<file path="src/rtl/alu_nibble_seq.sv">
// rtl/alu_nibble_seq.sv - 16-bit operation sequencer over a shared 4-bit combinational ALU
//
// Runs one 16-bit command through an external 4-bit ALU, one nibble per cycle,
// least-significant nibble first, with the carry registered between nibbles.
//
// Ports:
//   clk, rst               rising-edge clock, asynchronous active-high reset
//   cmd_valid/cmd_ready    command handshake (ready only while idle)
//   cmd_op, cmd_a, cmd_b   opcode (ADD SUB NOT AND OR XOR LT EQ) and 16-bit operands
//   res_valid/res_ready    result handshake; result held until taken
//   res_y, res_carry,
//   res_zero, res_ovf      registered 16-bit result and flags
//   alu_op, alu_a, alu_b,
//   alu_cin                drive to the 4-bit ALU (all zero outside RUN)
//   alu_y, alu_cout        4-bit ALU result nibble and carry out

module alu_nibble_seq (
    input  logic        clk,
    input  logic        rst,
    input  logic        cmd_valid,
    output logic        cmd_ready,
    input  logic [2:0]  cmd_op,
    input  logic [15:0] cmd_a,
    input  logic [15:0] cmd_b,
    output logic        res_valid,
    input  logic        res_ready,
    output logic [15:0] res_y,
    output logic        res_carry,
    output logic        res_zero,
    output logic        res_ovf,
    output logic [2:0]  alu_op,
    output logic [3:0]  alu_a,
    output logic [3:0]  alu_b,
    output logic        alu_cin,
    input  logic [3:0]  alu_y,
    input  logic        alu_cout
);

    // Command opcodes
    localparam logic [2:0] OP_ADD = 3'b000;
    localparam logic [2:0] OP_SUB = 3'b001;
    localparam logic [2:0] OP_NOT = 3'b010;
    localparam logic [2:0] OP_AND = 3'b011;
    localparam logic [2:0] OP_OR  = 3'b100;
    localparam logic [2:0] OP_XOR = 3'b101;
    localparam logic [2:0] OP_LT  = 3'b110;
    localparam logic [2:0] OP_EQ  = 3'b111;

    // ALU opcodes (the ALU has no native subtract; SUB/LT use a + ~b + 1)
    localparam logic [2:0] ALU_ADD = 3'b000;
    localparam logic [2:0] ALU_NOT = 3'b010;
    localparam logic [2:0] ALU_AND = 3'b011;
    localparam logic [2:0] ALU_OR  = 3'b100;
    localparam logic [2:0] ALU_XOR = 3'b101;

    typedef enum logic [1:0] {
        S_IDLE = 2'd0,
        S_RUN  = 2'd1,
        S_DONE = 2'd2
    } state_t;

    state_t      state;
    logic [1:0]  idx;
    logic [2:0]  op_r;
    logic [15:0] a_r;
    logic [15:0] b_r;
    logic [15:0] acc;
    logic        carry_r;   // carry out of the previous nibble
    logic        diff_r;    // sticky "some nibble differed" for EQ

    logic [3:0]  a_nib;
    logic [3:0]  b_nib;
    logic        is_sub;

    logic        b15_eff;
    logic        ovf_fin;
    logic        diff_fin;
    logic [15:0] sum_fin;
    logic [15:0] y_fin;
    logic        c_fin;
    logic        o_fin;

    assign cmd_ready = (state == S_IDLE);

    assign a_nib  = a_r[{idx, 2'b00} +: 4];
    assign b_nib  = b_r[{idx, 2'b00} +: 4];
    assign is_sub = (op_r == OP_SUB) || (op_r == OP_LT);

    // ALU drive is decoded only from captured registers, so nothing from
    // cmd_* reaches the ALU combinationally.
    always_comb begin
        alu_op  = 3'b000;
        alu_a   = 4'h0;
        alu_b   = 4'h0;
        alu_cin = 1'b0;
        if (state == S_RUN) begin
            alu_a = a_nib;
            case (op_r)
                OP_ADD: begin
                    alu_op  = ALU_ADD;
                    alu_b   = b_nib;
                    alu_cin = (idx == 2'd0) ? 1'b0 : carry_r;
                end
                OP_SUB, OP_LT: begin
                    alu_op  = ALU_ADD;
                    alu_b   = ~b_nib;
                    // +1 of the two's complement enters as the first carry in
                    alu_cin = (idx == 2'd0) ? 1'b1 : carry_r;
                end
                OP_NOT: begin
                    alu_op = ALU_NOT;
                    alu_b  = 4'h0;
                end
                OP_AND: begin
                    alu_op = ALU_AND;
                    alu_b  = b_nib;
                end
                OP_OR: begin
                    alu_op = ALU_OR;
                    alu_b  = b_nib;
                end
                OP_XOR, OP_EQ: begin
                    // EQ is XOR per nibble; any nonzero nibble means not equal
                    alu_op = ALU_XOR;
                    alu_b  = b_nib;
                end
                default: begin
                    alu_op = 3'b000;
                    alu_b  = 4'h0;
                end
            endcase
        end
    end

    // Final result, only meaningful in the last RUN cycle (idx == 3), where
    // alu_y is the top nibble and acc already holds the lower three.
    always_comb begin
        sum_fin  = {alu_y, acc[11:0]};
        b15_eff  = is_sub ? ~b_r[15] : b_r[15];
        ovf_fin  = (a_r[15] == b15_eff) && (alu_y[3] != a_r[15]);
        diff_fin = diff_r | (|alu_y);
        y_fin    = sum_fin;
        c_fin    = 1'b0;
        o_fin    = 1'b0;
        case (op_r)
            OP_ADD, OP_SUB: begin
                y_fin = sum_fin;
                c_fin = alu_cout;
                o_fin = ovf_fin;
            end
            OP_LT: begin
                // signed a < b  <=>  sign of (a - b) xor overflow
                y_fin = {15'b0, alu_y[3] ^ ovf_fin};
            end
            OP_EQ: begin
                y_fin = {15'b0, ~diff_fin};
            end
            default: begin
                y_fin = sum_fin;
            end
        endcase
    end

    always_ff @(posedge clk or posedge rst) begin
        if (rst) begin
            state     <= S_IDLE;
            idx       <= 2'd0;
            op_r      <= 3'b000;
            a_r       <= 16'h0000;
            b_r       <= 16'h0000;
            acc       <= 16'h0000;
            carry_r   <= 1'b0;
            diff_r    <= 1'b0;
            res_valid <= 1'b0;
            res_y     <= 16'h0000;
            res_carry <= 1'b0;
            res_zero  <= 1'b0;
            res_ovf   <= 1'b0;
        end else begin
            case (state)
                S_IDLE: begin
                    if (cmd_valid) begin
                        op_r    <= cmd_op;
                        a_r     <= cmd_a;
                        b_r     <= cmd_b;
                        acc     <= 16'h0000;
                        idx     <= 2'd0;
                        carry_r <= 1'b0;
                        diff_r  <= 1'b0;
                        state   <= S_RUN;
                    end
                end
                S_RUN: begin
                    acc[{idx, 2'b00} +: 4] <= alu_y;
                    carry_r <= alu_cout;
                    diff_r  <= diff_fin;
                    idx     <= idx + 2'd1;
                    if (idx == 2'd3) begin
                        res_y     <= y_fin;
                        res_carry <= c_fin;
                        res_ovf   <= o_fin;
                        res_zero  <= (y_fin == 16'h0000);
                        res_valid <= 1'b1;
                        state     <= S_DONE;
                    end
                end
                S_DONE: begin
                    // cmd_valid is ignored here; result holds until taken
                    if (res_ready) begin
                        res_valid <= 1'b0;
                        state     <= S_IDLE;
                    end
                end
                default: begin
                    state <= S_IDLE;
                end
            endcase
        end
    end

endmodule

</file>
<file path="config.mk">
export PLATFORM = sky130hd
export DESIGN_NAME = alu_nibble_seq
export DESIGN_NICKNAME = d
export VERILOG_FILES = /design/src/rtl/alu_nibble_seq.sv
export SDC_FILE = /design/constraint.sdc
export NUM_CORES = 1
export LEC_CHECK = 0
export ABC_AREA = 1
export CORE_MARGIN = 2
export CORE_UTILIZATION = 50
export DETAILED_ROUTE_END_ITERATION = 8
export PLACE_DENSITY = 0.79
export SETUP_SLACK_MARGIN = 0.05
export SYNTH_ARGS = -nofsm -noshare
export SYNTH_HDL_FRONTEND = slang
export SYNTH_SLANG_ARGS = --single-unit
</file>
<file path="constraint.sdc">
create_clock -name clk -period 2.6 [get_ports clk]
set_input_delay 0.52 -clock clk [delete_from_list [all_inputs] [get_ports clk]]
set_output_delay 0.52 -clock clk [all_outputs]
set_load 0.01 [all_outputs]
</file>
==> impl_metrics.tcl, run 1 <==
set metrics [dict create \
    cts.clk_slew.worst_paths_ns 0.07 \
    fin_ws_ns 0.1373 \
    hp-class "register to register" \
    max_cap_viol_count 0 \
    cp-end-kind "output pin" \
    drc 0 \
    coreArea_sq_um 6756 \
    yosysWarningCount 0 \
    first_global_vias 2806 \
    synth_top_cell_by_area "dfrtp_1" \
    p_leak_nw 2.099 \
    ys_ff_latch 73 \
    power.density_nw_per_um2 1227 \
    max_clock_freq_mhz 406.1 \
    yosys-top-cells-area "dfrtp_1, nand2_1, mux2_2, o21ai_0, inv_1" \
    io_buffers 76 \
    synthSimpleGateAreaFrac 0.1724 \
    synth.top_cell.area_share 0.5265 \
    synth_mux_area_frac 0.07465 \
    arrival_ns 1.94 \
    grt_max_degree 58 \
    grtUsageTotal 0.2163 \
    drt_pass1_iterations 4 \
    start_util 0.5135 \
    netlist_area_sq_um 3470 \
    min_period_ns 2.463 \
    place_ws_ns 0.3627 \
    ctsHoldBuffers 0 \
    synth_flop_cell "dfrtp_1" \
    antenna_found_initial 0 \
    num_antenna_cells 0 \
    vias 2866 \
    crit_type "register to output pin" \
    fin_skew_ns 0.007492 \
    die_y_um 87.30 \
    die_area_sq_um 7621 \
    postCtsSetupBuffers 0 \
    outcome "completed" \
    routed_wl_um 7663 \
    dr.first_iter.drc_count 187 \
    via_per_inst 5.357 \
    regToRegEndpoint "state[1]$_DFFE_PP0P_" \
    tns_ns 0 \
    yosysSeqAreaShare 0.5265 \
    wl_per_cell_um 14.32 \
    area_growth_syn_to_layout_pct 31.09 \
    ir_worst_vdd_mv 0.7964 \
    htreeDepth 3 \
    yosysUniqueCellTypes 29 \
    grt-ovfl-total 0 \
    drive_above_1_share 0.1516 \
    die_w_um 87.30 \
    io_pins 77 \
    final_common_cell "nand2_1" \
    clock_sinks 73 \
    synth_fp_nets 421 \
    synthXorXnorAreaFrac 0 \
    netlist_instances 373 \
    r2r_slack_ns 0.89 \
    nFillCells 548 \
    synth_top_family_by_area "simple AND/OR/NAND/NOR gates" \
    cp-start-kind "register" \
    cts_buffer_depth 2 \
    final_cell_mix "nand2_1, dfrtp_1, clkdlybuf4s50_1, nor2_1, inv_1" \
    synth.avg_cell_area_sq_um 9.302 \
    cp.required_ns 2.08 \
    min_from "res_y[0]$_DFFE_PP0P_" \
    synth-adder-area-share 0.01442 \
    worstRegToRegCells 6 \
    relSlewSlack 0.6736 \
    final_nets 498 \
    min_path_cells 2 \
    tightest_slew_ns 0.4889 \
    slew_violations 0 \
    synth_compound_area_frac 0.1450 \
    cts_tree "done" \
    postSynth.asyncResetShare 1.000 \
    worstReg2RegStart "idx[0]$_DFFE_PP0P_" \
    grt_pass1_wl_um 12850 \
    cp_max_fo 7 \
    numCtsBuffers 9 \
    rsz0062_at_grt "yes" \
    gp_congestion 0.8319 \
    fin_crit_sh 0.9472 \
    rows 30 \
    ant_nets 0 \
    root_buffer "clkbuf_8" \
    insertion_delay_ns 0.34 \
    setup_violations 0 \
    hold_path_end "res_y[0]$_DFFE_PP0P_" \
    dp_hpwl_um 5564 \
    final_hold_viol_count 0 \
    synth_edf_count 0 \
]
## where the power goes
| part | total [mW] | leakage (nW) | internal [mW] | switching [mW] |
|---|---|---|---|---|
| sequential | 1.93 | 0.904 | 1.63 | 0.300 |
| clock | 0.923 | 0.107 | 0.522 | 0.401 |
| combinational | 2.73 | 1.09 | 1.24 | 1.49 |
## worst max path at each step
stage               slack (ns)                start  cells past startpoint            endpoint
floorplan                 0.23                  rst                      1  a_r[0]$_DFFE_PP0P_
finish                    0.14   idx[1]$_DFFE_PP0P_                      6             alu_cin
global route              0.04  op_r[0]$_DFFE_PP0P_                      8             alu_cin
CTS                       0.06   idx[0]$_DFFE_PP0P_                      7            alu_b[1]
detailed placement        0.36   idx[0]$_DFFE_PP0P_                      7            alu_b[1]
global placement          0.40   idx[0]$_DFFE_PP0P_                      7            alu_b[2]
## cells by family (layout without fill, tap and decap cells)
family / count (synthesis) / in the layout
AOI/OAI and AO/OA: 83 / 83
buffers and inverters: 51 / 133
and+or+nand+nor: 139 / 139
adders and majority gates: 4 / 4
DFF: 73 / 73
muxes: 23 / 23
## routing by layer
layer / global-route usage / wire length (um) / vias up
met4: 0.07273 / 96 / 0
met1: 0.2741 / 3324 / 1360
met5: 0 / 0 / -
li1: - / - / 1403
met3: 0.04739 / 517 / 11
met2: 0.3671 / 3725 / 92
## metrics by stage
step | cell area (sq um) | utilization | hold slack [ns] | instances | total power, mW
floorplan | 3470 | - | 0.4692 | 373 | 3.644
global placement | 4303 | 0.6369 | 0.4566 | 519 | 4.543
detailed placement | 4303 | 0.6369 | 0.4638 | 519 | 4.628
CTS | 4516 | 0.6683 | 0.4835 | 535 | 5.572
global route | 4548 | 0.6731 | 0.5049 | 535 | 6.011
finish | 4548 | 0.6731 | 0.4783 | 535 | 5.580
## cell usage after synthesis (6+ instances only)
master   number
nand2_1      75
dfrtp_1      73
inv_1        32
o21ai_0      32
nor2_1       30
a21oi_1      23
mux2_2       23
nand3_1      19
o22ai_1      12
buf_2         8
o31ai_2       6
## worst max-delay path, stage by stage, from the launching register on
cell             delay [ns]
dfrtp_1                0.35
inv_1                  0.12
ha_2                   0.24
o21ai_0                0.18
o211ai_1               0.12
inv_1                  0.07
clkdlybuf4s50_1        0.52
## cell type report
cell class,instances,area [sq um],share of cell area
Sequential cell,73,1827,0.4017
Multi-Input combinational cell,249,1436,0.3158
Timing Repair Buffer,82,844.6,0.1857
Clock buffer,14,172.7,0.03796
Inverter,35,132.6,0.02916
Tap cell,80,100.1,0.02201
Clock inverter,2,35.03,0.007703
## timing repair
item,4_1_cts,5_1_grt
resized for setup,7,10
endpoints found under the setup margin,4,5
pin swaps,1,1
## state kept, by name (all words and copies together), names as in the netlist
name       count
idx            2
diff_r         1
acc           12
res_ovf        1
state          2
res_zero       1
carry_r        1
res_y         16
res_valid      1
a_r           16
b_r           16
op_r           3
res_carry      1
(Power assumes the default switching activity.)
==> run 2: changes to the inputs <==
CORE_UTILIZATION = 46   (was 50)
PLACE_DENSITY = 0.77   (was 0.79)
clock period = 2.1 ns   (was 2.6 ns; I/O delays follow)
==> run 2 against run 1 <==
  * Critical endpoint is now alu_b[1]
  * Non-clock buffer count rose by 15
  * Register-to-register slack worse by 0.71 ns
  * Routed wire length is 11% higher
  * Global-route usage fell by 0.86 points
  * First-iteration DRC count down 28%
  * Critical path type unchanged
  * Flip-flop and latch count unchanged
  * Sequential share of layout area decreased by 2.1 points
  * Combinational power up 39%
  * Highest routed layer unchanged
==> impl_metrics.tcl, run 2 (same netlist as run 1, synthesis figures left out) <==
set metrics [dict create \
    outcome "completed" \
    gp_congestion 0.8742 \
    fin_hold_ws_ns 0.4754 \
    cp-end-kind "output pin" \
    top_layer "met4" \
    drc 0 \
    cts_tree "done" \
    insertion_delay_ns 0.36 \
    dp_cells 546 \
    ant_nets 0 \
    die_y_um 90.85 \
    min_period_ns 2.080 \
    cts.clk_slew.worst_paths_ns 0.08 \
    rsz0062_at_grt "yes" \
    numCtsBuffers 9 \
    final_nets 513 \
    utilization 0.6579 \
    num_antenna_cells 0 \
    top_regs "a_r: 16 flops, b_r: 16 flops, res_y: 16 flops" \
    die_area_sq_um 8253 \
    design_area_sq_um 4797 \
    slew_violations 0 \
    cp.required_ns 1.68 \
    final_cell_mix "dfrtp_1, nand2_1, clkdlybuf4s50_1, inv_1, nor2_1" \
    fin_ws_ns 0.01991 \
    crit_slowest_cell "dfrtp_2" \
    io_buffers 76 \
    dpl-instance-area_sq_um 4403 \
    die_w_um 90.85 \
    routed_wl_um 8475 \
    cell_internal_pwr_mw 4.612 \
    rows 31 \
    final_common_cell "dfrtp_1" \
    root_buffer "clkbuf_8" \
    path_cells "buf_12, o21ai_2, o22ai_2, nand2_1, o21ai_2, nor2_1, buf_2" \
    clock_sinks 73 \
    first_global_vias 2908 \
    area_growth_syn_to_layout_pct 38.26 \
    p_seq_frac 0.318 \
    grt_pass1_wl_um 13500 \
    tns_ns 0 \
    via_per_inst 5.236 \
    switchingPower_mw 2.984 \
    met3_wirelength_um 615 \
    fin_skew_ns 0.008341 \
    arrival_ns 1.66 \
    p_sw_frac 0.3929 \
    p_leak_nw 2.195 \
    start_util 0.4758 \
    cp-start-kind "register" \
    fin_crit_sh 0.9905 \
    vias 2979 \
    max_cap_viol_count 0 \
    tightest_slew_ns 0.4860 \
    combPwrFrac 0.499 \
    setup_violations 0 \
    htreeDepth 3 \
    relSlewSlack 0.6755 \
    dr.first_iter.drc_count 134 \
    power.total_mw 7.596 \
    wl_per_cell_um 14.89 \
    drt_pass1_iterations 4 \
    power.density_nw_per_um2 1583 \
    dp_hpwl_um 5874 \
    pwr-share-clk 0.184 \
    final_hold_viol_count 0 \
    fin_cells 569 \
    ir_worst_vdd_mv 0.8714 \
    grt_max_degree 58 \
    hp-class "input port to async pin" \
    grtUsageTotal 0.2077 \
    grt-ovfl-total 0 \
    cp_common_cell "o21ai_2" \
    drive_above_1_share 0.2489 \
    cp_max_fo 13 \
    crit_path_max_incr_delay_ns 0.48 \
    coreArea_sq_um 7292 \
    place_ws_ns 0.008053 \
    antenna_found_initial 0 \
    wl_met2_um 4246 \
    io_pins 77 \
    wl_met1_um 3487 \
    max_clock_freq_mhz 480.7 \
    ctsHoldBuffers 0 \
    crit_type "register to output pin" \
    cts_buffer_depth 2 \
]
-- run 2: cell count changes in the layout (fill, tap and decap cells not counted), sizes merged --
cell and change:
buf +22, inv -1, clkdlybuf4s50 -8, clkinvlp +1, bufinv +2, dlymetal6s2s -3
dlygate4sd2 +2
-- run 2: worst paths after layout --
path | from | endpoint | slack [ns] | cells after the start
max reg2reg | idx[0]$_DFFE_PP0P_ | res_y[8]$_DFFE_PP0P_ | 0.18 | 8
min in group clk | res_valid$_DFFE_PP0P_ | res_valid$_DFFE_PP0P_ | 0.48 | 2
max in group asynchronous | rst | b_r[14]$_DFFE_PP0P_ | 1.32 | 3
min reg2reg | res_valid$_DFFE_PP0P_ | res_valid$_DFFE_PP0P_ | 0.48 | 2
max | idx[0]$_DFFE_PP0P_ | alu_b[1] | 0.02 | 7
min | rst | acc[4]$_DFFE_PP0P_ | 0.48 | 3
-- run 2: power groups by stage --
stage                     sequential, mW  combinational [mW]  clock, mW
after floorplan                     2.37                2.14          0
after global placement              2.35                3.44          0
after detailed placement            2.39                3.53          0
after CTS                           2.37                3.47       1.41
after global routing                2.49                4.17       1.49
final                               2.41                3.79       1.39
-- run 2: worst max-delay path: cells and delay by family (launching register included) --
kind                   cells  cell delay [ns]
buffers and inverters      2             0.31
flip-flops                 1             0.48
AND/OR/NAND/NOR            2             0.20
AO/OA/AOI/OAI              3             0.30
-- run 2: cell type report --
type / count / area [sq um]
tap: 99 / 123.9
fill: 610 / 2495
clock buffer: 12 / 155.1
timing repair buffer: 97 / 947.2
clock inverter: 4 / 98.84
sequential: 73 / 1828
inverter: 35 / 138.9
multi-input combinational: 249 / 1505
-- run 2: repair_timing --
action | in CTS | in global routing
buffers inserted | 1 | 4
gates cloned | 0 | 2
gates resized for setup | 34 | 54
pin swaps | 0 | 14
endpoints found under the setup margin | 12 | 10
-- run 2: layer usage --
layer | global-route usage | vias to the layer above
met5 | 0 | -
met4 | 0.07576 | 0
met3 | 0.07346 | 12
met2 | 0.3377 | 110
met1 | 0.2560 | 1421
li1 | - | 1436
